[src/rtl/servo_pwm_capture_if.sv]
// Signal bundle between a servo PWM source and the pulse-width capture block.
// The capture block takes the slave view; the PWM source and result consumer take the master view.
interface servo_pwm_capture_if;
   logic        pwm_in;
   logic [15:0] width_us;
   logic [15:0] raw_us;
   logic        valid;
   logic        out_of_range;
   logic        signal_lost;

   modport master (
      output pwm_in,
      input  width_us,
      input  raw_us,
      input  valid,
      input  out_of_range,
      input  signal_lost
   );

   modport slave (
      input  pwm_in,
      output width_us,
      output raw_us,
      output valid,
      output out_of_range,
      output signal_lost
   );
endinterface

[src/rtl/servo_pwm_capture.sv]
// Measures servo PWM high time in microseconds, rejecting glitches and stuck-high lines,
// and flags loss of signal when no pulse has been accepted for TIMEOUT_US.
module servo_pwm_capture #(
   parameter int unsigned CLK_HZ      = 50_000_000,
   parameter int unsigned MIN_US      = 1_000,
   parameter int unsigned MAX_US      = 2_000,
   parameter int unsigned GLITCH_US   = 500,
   parameter int unsigned MAXPULSE_US = 3_000,
   parameter int unsigned TIMEOUT_US  = 50_000
) (
   input logic                clk,
   input logic                rst,
   servo_pwm_capture_if.slave cap
);
   localparam int unsigned Div = CLK_HZ / 1_000_000;
   localparam int unsigned PsW = (Div > 1) ? $clog2(Div) : 1;
   localparam int unsigned ToW = $clog2(TIMEOUT_US + 1);

   localparam logic [PsW-1:0] PsLast    = PsW'(Div - 1);
   localparam logic [15:0]    MinW      = 16'(MIN_US);
   localparam logic [15:0]    MaxW      = 16'(MAX_US);
   localparam logic [15:0]    GlitchW   = 16'(GLITCH_US);
   localparam logic [15:0]    MaxPulseW = 16'(MAXPULSE_US);
   localparam logic [15:0]    ResetW    = 16'((MIN_US + MAX_US) / 2);
   localparam logic [ToW-1:0] ToLimit   = ToW'(TIMEOUT_US);

   typedef enum logic [1:0] {StWaitLow, StArmed, StHigh, StStuck} state_e;

   state_e         state_q, state_d;
   logic           s1_q, s2_q, s3_q;
   logic [1:0]     fill_q;
   logic [PsW-1:0] ps_q, ps_d;
   logic [15:0]    cnt_q, cnt_d;
   logic [PsW-1:0] to_ps_q, to_ps_d;
   logic [ToW-1:0] to_cnt_q, to_cnt_d;
   logic [15:0]    width_q, width_d;
   logic [15:0]    raw_q, raw_d;
   logic           valid_q, valid_d;
   logic           oor_q, oor_d;
   logic           lost_q, lost_d;
   logic           rise, fall, us_tick, sync_ready;
   logic [15:0]    meas;

   assign rise       = s2_q & ~s3_q;
   assign fall       = ~s2_q & s3_q;
   assign sync_ready = (fill_q == 2'd2);
   assign us_tick    = (ps_q == PsLast);
   // Width including the current cycle's prescaler wrap, so N us of high yields exactly N.
   assign meas       = (us_tick && cnt_q != 16'hFFFF) ? cnt_q + 16'd1 : cnt_q;

   always_comb begin
      state_d = state_q;
      ps_d    = ps_q;
      cnt_d   = cnt_q;
      valid_d = 1'b0;
      width_d = width_q;
      raw_d   = raw_q;
      oor_d   = oor_q;
      case (state_q)
         StWaitLow: begin
            // Synchronizer reset zeros are not a real observation of a low line.
            if (sync_ready && !s2_q) state_d = StArmed;
         end
         StArmed: begin
            if (rise) begin
               state_d = StHigh;
               ps_d    = '0;
               cnt_d   = '0;
            end
         end
         StHigh: begin
            ps_d  = us_tick ? '0 : ps_q + 1'b1;
            cnt_d = meas;
            if (meas > MaxPulseW) begin
               state_d = fall ? StArmed : StStuck;
            end else if (fall) begin
               state_d = StArmed;
               if (meas >= GlitchW) begin
                  valid_d = 1'b1;
                  raw_d   = meas;
                  oor_d   = (meas < MinW) || (meas > MaxW);
                  if (meas < MinW)      width_d = MinW;
                  else if (meas > MaxW) width_d = MaxW;
                  else                  width_d = meas;
               end
            end
         end
         StStuck: begin
            if (fall) state_d = StArmed;
         end
         default: state_d = StWaitLow;
      endcase
   end

   always_comb begin
      to_ps_d  = (to_ps_q == PsLast) ? '0 : to_ps_q + 1'b1;
      to_cnt_d = to_cnt_q;
      if (to_ps_q == PsLast && to_cnt_q != ToLimit) to_cnt_d = to_cnt_q + 1'b1;
      lost_d = lost_q | (to_cnt_d == ToLimit);
      if (valid_d) begin
         to_ps_d  = '0;
         to_cnt_d = '0;
         lost_d   = 1'b0;
      end
   end

   always_ff @(posedge clk) begin
      if (rst) begin
         state_q  <= StWaitLow;
         s1_q     <= 1'b0;
         s2_q     <= 1'b0;
         s3_q     <= 1'b0;
         fill_q   <= 2'd0;
         ps_q     <= '0;
         cnt_q    <= '0;
         to_ps_q  <= '0;
         to_cnt_q <= '0;
         width_q  <= ResetW;
         raw_q    <= '0;
         valid_q  <= 1'b0;
         oor_q    <= 1'b0;
         lost_q   <= 1'b1;
      end else begin
         state_q  <= state_d;
         s1_q     <= cap.pwm_in;
         s2_q     <= s1_q;
         s3_q     <= s2_q;
         if (!sync_ready) fill_q <= fill_q + 2'd1;
         ps_q     <= ps_d;
         cnt_q    <= cnt_d;
         to_ps_q  <= to_ps_d;
         to_cnt_q <= to_cnt_d;
         width_q  <= width_d;
         raw_q    <= raw_d;
         valid_q  <= valid_d;
         oor_q    <= oor_d;
         lost_q   <= lost_d;
      end
   end

   assign cap.width_us     = width_q;
   assign cap.raw_us       = raw_q;
   assign cap.valid        = valid_q;
   assign cap.out_of_range = oor_q;
   assign cap.signal_lost  = lost_q;
endmodule
[src/flat_wrapper.sv]
// flat-port wrapper written by rule: the top's interface ports become plain ports
module servo_pwm_capture_flat 
#(
   parameter int unsigned CLK_HZ      = 50_000_000,
   parameter int unsigned MIN_US      = 1_000,
   parameter int unsigned MAX_US      = 2_000,
   parameter int unsigned GLITCH_US   = 500,
   parameter int unsigned MAXPULSE_US = 3_000,
   parameter int unsigned TIMEOUT_US  = 50_000
)
  (clk, rst, cap_pwm_in, cap_width_us, cap_raw_us, cap_valid, cap_out_of_range, cap_signal_lost);
  servo_pwm_capture_if cap_i ();
  input logic clk;
  input logic rst;
  input wire logic [$bits(cap_i.pwm_in)-1:0] cap_pwm_in;
  output wire logic [$bits(cap_i.width_us)-1:0] cap_width_us;
  output wire logic [$bits(cap_i.raw_us)-1:0] cap_raw_us;
  output wire logic [$bits(cap_i.valid)-1:0] cap_valid;
  output wire logic [$bits(cap_i.out_of_range)-1:0] cap_out_of_range;
  output wire logic [$bits(cap_i.signal_lost)-1:0] cap_signal_lost;
  assign cap_i.pwm_in = cap_pwm_in;
  assign cap_width_us = cap_i.width_us;
  assign cap_raw_us = cap_i.raw_us;
  assign cap_valid = cap_i.valid;
  assign cap_out_of_range = cap_i.out_of_range;
  assign cap_signal_lost = cap_i.signal_lost;
  servo_pwm_capture #(.CLK_HZ(CLK_HZ), .MIN_US(MIN_US), .MAX_US(MAX_US), .GLITCH_US(GLITCH_US), .MAXPULSE_US(MAXPULSE_US), .TIMEOUT_US(TIMEOUT_US)) u_core (.clk(clk), .rst(rst), .cap(cap_i));
endmodule
[config.mk]
export PLATFORM = sky130hd
export DESIGN_NAME = servo_pwm_capture_flat
export DESIGN_NICKNAME = d
export VERILOG_FILES = /design/src/rtl/servo_pwm_capture_if.sv /design/src/rtl/servo_pwm_capture.sv /design/src/flat_wrapper.sv
export SDC_FILE = /design/constraint.sdc
export NUM_CORES = 1
export LEC_CHECK = 0
export CAP_MARGIN = 20
export CELL_PAD_IN_SITES_DETAIL_PLACEMENT = 2
export CELL_PAD_IN_SITES_GLOBAL_PLACEMENT = 2
export CORE_MARGIN = 2
export CORE_UTILIZATION = 35
export CTS_CLUSTER_SIZE = 14
export DETAILED_ROUTE_END_ITERATION = 16
export PLACE_DENSITY = 0.85
export SYNTH_ARGS = -nofsm -noshare
export SYNTH_HDL_FRONTEND = slang
export SYNTH_SLANG_ARGS = --single-unit
[constraint.sdc]
create_clock -name clk -period 4.65 [get_ports clk]
set_input_delay 1.1625 -clock clk [delete_from_list [all_inputs] [get_ports clk]]
set_output_delay 1.1625 -clock clk [all_outputs]
set_load 0.01 [all_outputs]
==> results of run 1 <==
## layout make-up
class	instances	area, µm²
clock buffers	11	242.7
flip-flops and latches	86	1722
well taps	176	220.2
fillers	1495	7684
inverters	11	41.29
multi-input cells	424	2753
clock inverters	5	33.78
repair buffers	47	441.7
## power by group through the flow
stage                     Clock, mW  Combinational [mW]  Sequential, mW
after floorplan                   0              0.0592           0.776
after global placement            0              0.0736           0.777
after detailed placement          0              0.0836           0.779
after CTS                     0.700              0.0861           0.762
after global routing          0.735              0.0956           0.764
final                         0.684              0.0853           0.762
## how the worst max path moves through the flow
stage,cells past startpoint,from,endpoint
after floorplan,11,u_core.cnt_q[1],u_core.cap.raw_us[11]
after global placement,10,u_core.cnt_q[0],u_core.cap.width_us[5]
after detailed placement,10,u_core.cnt_q[0],u_core.cap.width_us[7]
after CTS,10,u_core.cnt_q[0],u_core.cap.width_us[7]
after global routing,10,u_core.cnt_q[0],u_core.cap.raw_us[7]
final,10,u_core.cnt_q[0],u_core.cap.raw_us[7]
## cells by family after synthesis
kind of cell / synth area share, %
fa+ha+maj: 2.137
mux: 6.145
compound gates: 13.84
xor+xnor: 6.733
simple gates: 29.66
flops: 36.76
buf+inv: 4.729
## critical path: stages (launching register included)
cell and delay (ns):
sky130_fd_sc_hd__dfxtp_1 0.49, sky130_fd_sc_hd__ha_1 0.42, sky130_fd_sc_hd__nand4_1 0.27, sky130_fd_sc_hd__nor4_2 0.55, sky130_fd_sc_hd__nor2_1 0.26, sky130_fd_sc_hd__nor4b_1 0.34, sky130_fd_sc_hd__o2111ai_1 0.18, sky130_fd_sc_hd__or3_4 0.40
sky130_fd_sc_hd__a2111o_1 0.82, sky130_fd_sc_hd__buf_4 0.35, sky130_fd_sc_hd__mux2i_1 0.13
## placed cells by master, fill, tap and decap left out, types with 3 or more instances in the layout
master and n:
sky130_fd_sc_hd__ha_1 8, sky130_fd_sc_hd__dfxtp_1 86, sky130_fd_sc_hd__or2_2 5, sky130_fd_sc_hd__nor2b_1 7, sky130_fd_sc_hd__nor2_1 54, sky130_fd_sc_hd__xor2_1 23
sky130_fd_sc_hd__a31oi_1 7, sky130_fd_sc_hd__a41oi_1 4, sky130_fd_sc_hd__a21oi_1 29, sky130_fd_sc_hd__and4_1 7, sky130_fd_sc_hd__and3_1 24, sky130_fd_sc_hd__o2111ai_1 3
sky130_fd_sc_hd__xnor2_1 13, sky130_fd_sc_hd__nand4_1 11, sky130_fd_sc_hd__a311oi_1 4, sky130_fd_sc_hd__o211ai_1 3, sky130_fd_sc_hd__nand2_1 51, sky130_fd_sc_hd__nor4b_1 5
sky130_fd_sc_hd__nand3_1 28, sky130_fd_sc_hd__nor4_1 6, sky130_fd_sc_hd__inv_1 11, sky130_fd_sc_hd__and2_1 4, sky130_fd_sc_hd__buf_4 8, sky130_fd_sc_hd__a22oi_1 4
sky130_fd_sc_hd__a31o_2 3, sky130_fd_sc_hd__clkdlybuf4s50_1 36, sky130_fd_sc_hd__a211oi_1 6, sky130_fd_sc_hd__clkbuf_16 9, sky130_fd_sc_hd__mux2_1 4, sky130_fd_sc_hd__a21o_1 3
sky130_fd_sc_hd__nor3_1 30, sky130_fd_sc_hd__mux2i_1 22, sky130_fd_sc_hd__nor3b_1 4, sky130_fd_sc_hd__o21ai_0 13
## routing by layer
| layer | vias to the layer above | global-route usage, % | part of all wire, % |
|---|---|---|---|
| met2 | 86 | 41.93 | 54 |
| met1 | 2253 | 25.63 | 40 |
| met5 | - | 0 | 0 |
| li1 | 2066 | - | - |
| met4 | 0 | 8.015 | 2.9 |
| met3 | 38 | 4.610 | 3.3 |
## state kept, by name, summed over array words and instances, names as in the netlist
name and count:
u_core.cap.out_of_range 1, u_core.cap.raw_us 16, u_core.to_cnt_q 16, u_core.cap.signal_lost 1, u_core.cap.valid 1, u_core.fill_q 2
u_core.cnt_q 16, u_core.s3_q 1, u_core.s2_q 1, u_core.state_q 2, u_core.to_ps_q 6, u_core.ps_q 6
u_core.cap.width_us 16, u_core.s1_q 1
==> results.md, run 1 <==
- Switching power: 374.6 µW
- Setup skew after layout: 0.01146 ns
- Fraction of the cycle the final worst path needs: 93.74%
- FFs w/ async S/R, synth: 0%
- Detailed placement HPWL: 10660 µm
- Die outline width: 119.7 µm
- Sort of element at the start of the critical path: register
- Lkg Pwr: 2.012 nW
- Slew @ Worst Pin: 1.074 ns
- Resize count post-CTS: 0
- Setup slack at placement: 0.4912 ns
- Maximum vdd drop: 0.0002159 V
- CTS HTree Levels: 3
- Final core occ: 41.51%
- Pin count of the biggest net entering global routing: 65
- Total standard cell area after synthesis: 4683 µm²
- Hold-fix buffer count after cts: 0
- Sum Neg Setup Slack: 0 ns
- Cell row count: 42
- Area of the die: 14320 µm²
- Data arrival time of the worst path: 4.58 ns
- Count of state elements after synthesis: 86
- Pwr dens: 280.8 nW/µm²
- Class of the most critical setup path: register to register
- Cell area after placement: 5161 µm²
- Flip-flop cell with the highest count after synthesis: sky130_fd_sc_hd__dfxtp_1
- Total clock sinks: 86
- Number of inserted diodes: 0
- WHS Endpoint: u_core.s2_q
- Sequential fraction of the synthesis area: 36.76%
- CTS tree: yes
- Iter 0 DRT Violations: 164
- Via count of the first global-routing pass: 4836
- Clock power share: 44.7%
- Count of buffers from port buffering: 37
- Shortest period the worst path allows: 4.359 ns
- Share of power burned in registers: 49.8%
- Type of destination of the critical path: register
- Total setup buffers inserted after CTS: 0
- Combined global-route utilization of all metal layers: 22.66%
- Die Y: 119.7 µm
- Core area: 13140 µm²
- Final Setup Violations: 0
- Tightest hold margin: 0.4682 ns
- Number of pins with negative max-slew slack in the final report: 0
- Worst-case headroom to the max-slew limit: 27.97%
- Final Instance Area: 5454 µm²
- Wire length reported by the detailed router: 15710 µm
- WL per Instance: 20.68 µm
- Required time of the worst setup path: 4.87 ns
- Detailed-route vias per instance: 5.846
- Largest fanout on the critical path: 23
- Cell count after synthesis: 561
- Number of nets with antenna violations after detailed routing: 0
- Logic gate share of total power: 5.6%
- Fraction of layout cells with a size suffix above 1: 7.877%
- Clock Path Buffers: 2
- Maximum clock rate: 229.4 MHz
- Total grt overflow: 0
- Worst setup slack for register-to-register paths: 0.29 ns
- Post-synth EDFFs: 0
- Startpoint of the lowest-slack hold path: u_core.s1_q
- Top-area cell type share of the netlist area: 36.76%
- Clk_lat worst skew: 0.35 ns
- Synth top area cells: sky130_fd_sc_hd__dfxtp_1, sky130_fd_sc_hd__mux2i_1, sky130_fd_sc_hd__nor2_1, sky130_fd_sc_hd__xor2_1, sky130_fd_sc_hd__nand2_1
- Layout Nets: 590
- Fin. Hold Viols: 0
- Unrepaired setup endpoints after global routing: no
- Net switching share of the total power: 24.46%
- Total Power Consumption: 1.532 mW
- Worst Reg2Reg Path Length in Cells: 10
- Syn nets: 572
- Critical R2R Launch: u_core.cnt_q[0]
- R2R Path End: u_core.cap.raw_us[7]
- Via count: 4443
- Hold Crit Depth: 1
- Most numerous cell in the Yosys netlist: sky130_fd_sc_hd__dfxtp_1
- Synth top cells by count: sky130_fd_sc_hd__dfxtp_1, sky130_fd_sc_hd__nor2_1, sky130_fd_sc_hd__nand2_1
- Outcome: complete, no violations
- Clk Tree Root Cell: sky130_fd_sc_hd__clkbuf_16
- Count of maximum capacitance violations: 0
- Yosys warns: 0
- Detailed-route DRC error count: 0
- Worst hold path type: register to register
- Inst Count DP: 742
- Post-route non-filler standard cell count: 760
- Starting utilization of the core area: 35.65%
- Post-synth top area cell: sky130_fd_sc_hd__dfxtp_1
- Worst-path clk slew: 0.06 ns
- Number of antenna violations at the first check in global routing: 0
- Wire length of the first global-routing pass: 25800 µm
- Synth-to-layout area growth: 16.46%
- Io pins: 38
- DRT Pass-1 Iters: 5
- Number of different library cells in the post-synthesis netlist: 65
- Synthesized area divided by synthesized cell count: 8.348 µm²
- Pint: 1.157 mW
- TritonCTS buffer count: 9
- Final Worst Setup Slack: 0.2911 ns
- Placer's final routability congestion estimate: 0.8214
No activity file was read; power rests on OpenSTA's default activity.
==> inputs of run 2 (changes only) <==
--- a/config.mk
+++ b/config.mk
@@ -10,9 +10,10 @@
 export CELL_PAD_IN_SITES_GLOBAL_PLACEMENT = 2
 export CORE_MARGIN = 2
 export CORE_UTILIZATION = 35
-export CTS_CLUSTER_SIZE = 14
+export CTS_CLUSTER_DIAMETER = 60
 export DETAILED_ROUTE_END_ITERATION = 16
 export PLACE_DENSITY = 0.85
 export SYNTH_ARGS = -nofsm -noshare
 export SYNTH_HDL_FRONTEND = slang
 export SYNTH_SLANG_ARGS = --single-unit
+export TNS_END_PERCENT = 100
==> results of run 2 <==
Final layout, timing and power as in run 1 (identical DEF).
==> inputs of run 3 (changes only) <==
--- a/config.mk
+++ b/config.mk
@@ -9,10 +9,11 @@
 export CELL_PAD_IN_SITES_DETAIL_PLACEMENT = 2
 export CELL_PAD_IN_SITES_GLOBAL_PLACEMENT = 2
 export CORE_MARGIN = 2
-export CORE_UTILIZATION = 35
+export CORE_UTILIZATION = 37
+export CTS_BUF_LIST = sky130_fd_sc_hd__clkbuf_4 sky130_fd_sc_hd__clkbuf_8
 export CTS_CLUSTER_DIAMETER = 60
 export DETAILED_ROUTE_END_ITERATION = 16
-export PLACE_DENSITY = 0.85
+export PLACE_DENSITY_LB_ADDON = 0.25
 export SYNTH_ARGS = -nofsm -noshare
 export SYNTH_HDL_FRONTEND = slang
 export SYNTH_SLANG_ARGS = --single-unit
==> run 3 against run 2 <==
  * Utilization is 1.8 points higher
  * Cell count down 0.39%
  * Setup slack improved by 0.22 ns
  * Flip-flop and latch count unchanged
  * Critical endpoint is now u_core.cap.raw_us[13]
  * Routed wire length is 9.1% lower
  * Largest power group unchanged
  * Clock skew fell by 0.0030 ns
  * Fmax up 5.3%
  * Highest routed layer unchanged
  * Largest cell class unchanged
==> results.md, run 3 (synthesis gave the netlist of run 1 again) <==
- Outcome: complete, no violations
- Unrepaired setup endpoints after global routing: no
- Required time of the worst setup path: 4.92 ns
- Global route hottest layer: met2
- Count of maximum capacitance violations: 0
- Crit path to: u_core.cap.raw_us[13]
- Maximum clock rate: 241.5 MHz
- Via count of the first global-routing pass: 4548
- Number of nets with antenna violations after detailed routing: 0
- Wire length of the first global-routing pass: 23730 µm
- Worst-path clk slew: 0.09 ns
- CTS HTree Levels: 3
- Met2 layer usage reported by global route: 39.11%
- Class of the most critical setup path: register to register
- Detailed placement HPWL: 10090 µm
- Synth-to-layout area growth: 15.20%
- Largest fanout on the critical path: 16
- Combined global-route utilization of all metal layers: 22.25%
- Number of inserted diodes: 0
- Number of antenna violations at the first check in global routing: 0
- Clock Path Buffers: 2
- Share of power burned in registers: 53.2%
- Fin. Hold Viols: 0
- Sum Neg Setup Slack: 0 ns
- Critical path launch point: u_core.cnt_q[0]
- Io pins: 38
- Maximum vdd drop: 0.0001322 V
- Detailed-route vias per instance: 5.650
- Starting utilization of the core area: 37.57%
- Final core occ: 43.28%
- Hold-fix buffer count after cts: 0
- Sort of element at the start of the critical path: register
- Total Power Consumption: 1.433 mW
- Placer's final routability congestion estimate: 0.8778
- Via count: 4277
- Worst Reg2Reg Path Length in Cells: 10
- Worst-case headroom to the max-slew limit: 38.91%
- Die Y: 116.5 µm
- Setup skew after layout: 0.008416 ns
- Worst hold path type: register to register
- Pin count of the biggest net entering global routing: 51
- Wire length reported by the detailed router: 14290 µm
- Die outline width: 116.5 µm
- Met3 capacity usage during global routing: 3.736%
- Net switching share of the total power: 24.67%
- Total grt overflow: 0
- Lkg Pwr: 1.997 nW
- Clk Tree Root Cell: sky130_fd_sc_hd__clkbuf_8
- Logic gate share of total power: 5.9%
- Setup slack at placement: 0.6717 ns
- Final Worst Setup Slack: 0.5086 ns
- Inst Count DP: 740
- Fraction of the cycle the final worst path needs: 89.06%
- Core area: 12470 µm²
- Resize count post-CTS: 0
- Number of pins with negative max-slew slack in the final report: 0
- Clk_lat worst skew: 0.37 ns
- Shortest period the worst path allows: 4.141 ns
- Count of buffers from port buffering: 37
- Met1 track demand over resource in global routing: 28.25%
- Iter 0 DRT Violations: 265
- Pwr dens: 265.6 nW/µm²
- WL per Instance: 18.88 µm
- Type of destination of the critical path: register
- Commonest non-fill, non-tap cells in the layout: sky130_fd_sc_hd__dfxtp_1, sky130_fd_sc_hd__nor2_1, sky130_fd_sc_hd__nand2_1
- Data arrival time of the worst path: 4.41 ns
- Slew @ Worst Pin: 0.9154 ns
- Total setup buffers inserted after CTS: 0
- Pint: 1.079 mW
- Area of the die: 13570 µm²
- DRT Pass-1 Iters: 4
- Critical R2R Launch: u_core.cnt_q[0]
- Switching power: 353.5 µW
- Fraction of layout cells with a size suffix above 1: 8.205%
- Clock power share: 40.9%
- Total clock sinks: 86
- Leading cell type in the layout, fill and taps excluded: sky130_fd_sc_hd__dfxtp_1
- Final Setup Violations: 0
- Worst setup slack for register-to-register paths: 0.51 ns
- TritonCTS buffer count: 9
- Layout Nets: 591
- Post-route non-filler standard cell count: 757
- Cell row count: 41
- Detailed-route DRC error count: 0
- CTS tree: yes
- R2R Path End: u_core.cap.raw_us[13]
-- run 3: cell count changes in the layout (fill, tap and decap cells not counted), sizes merged --
cell / delta
clkbuf: -3
buf: +2
inv: -1
clkinv: +3
bufinv: +2
clkinvlp: -2
-- run 3: area by class of cell --
| class | instances | area, µm² |
|---|---|---|
| flip-flops and latches | 86 | 1722 |
| inverters | 11 | 41.29 |
| multi-input cells | 424 | 2753 |
| clock inverters | 7 | 88.84 |
| repair buffers | 48 | 451.7 |
| clock buffers | 9 | 123.9 |
| fillers | 1391 | 7071 |
| well taps | 172 | 215.2 |
-- run 3: worst max-delay path: stages (launching register included) --
cell,delay (ns)
sky130_fd_sc_hd__dfxtp_1,0.49
sky130_fd_sc_hd__ha_1,0.38
sky130_fd_sc_hd__nand4_1,0.26
sky130_fd_sc_hd__nor4_2,0.52
sky130_fd_sc_hd__nor2_1,0.23
sky130_fd_sc_hd__nor4b_1,0.38
sky130_fd_sc_hd__o2111ai_1,0.17
sky130_fd_sc_hd__or3_4,0.38
sky130_fd_sc_hd__a2111o_1,0.68
sky130_fd_sc_hd__buf_4,0.32
sky130_fd_sc_hd__and3_1,0.20
-- run 3: metrics by stage --
step	hold WS (ns)	area, µm²
floorplan	0.4138	4683
global placement	0.4351	5171
detailed placement	0.4384	5171
CTS	0.4613	5384
global route	0.4766	5395
finish	0.4584	5395
-- run 3: power by group through the flow --
stage / Clock (mW) / Sequential (mW) / Combinational [mW]
final: 0.587 / 0.762 / 0.0846
after global routing: 0.632 / 0.764 / 0.0972
after CTS: 0.603 / 0.761 / 0.0864
after detailed placement: 0 / 0.778 / 0.0825
after global placement: 0 / 0.777 / 0.0716
after floorplan: 0 / 0.776 / 0.0592
-- run 3: worst min path at each step --
stage / start / to / slack, ns / depth (start not counted)
floorplan: u_core.s1_q / u_core.s2_q / 0.41 / 1
global placement: u_core.s1_q / u_core.s2_q / 0.44 / 1
finish: u_core.s1_q / u_core.s2_q / 0.46 / 1
CTS: u_core.s1_q / u_core.s2_q / 0.46 / 1
detailed placement: u_core.s1_q / u_core.s2_q / 0.44 / 1
global route: u_core.s1_q / u_core.s2_q / 0.48 / 1
-- run 3: metal layers --
metal / share of wire (%) / vias to the layer above
li1: - / 2070
met1: 47 / 2155
met2: 50 / 38
met3: 1.7 / 14
met4: 1.3 / 0
met5: 0 / -
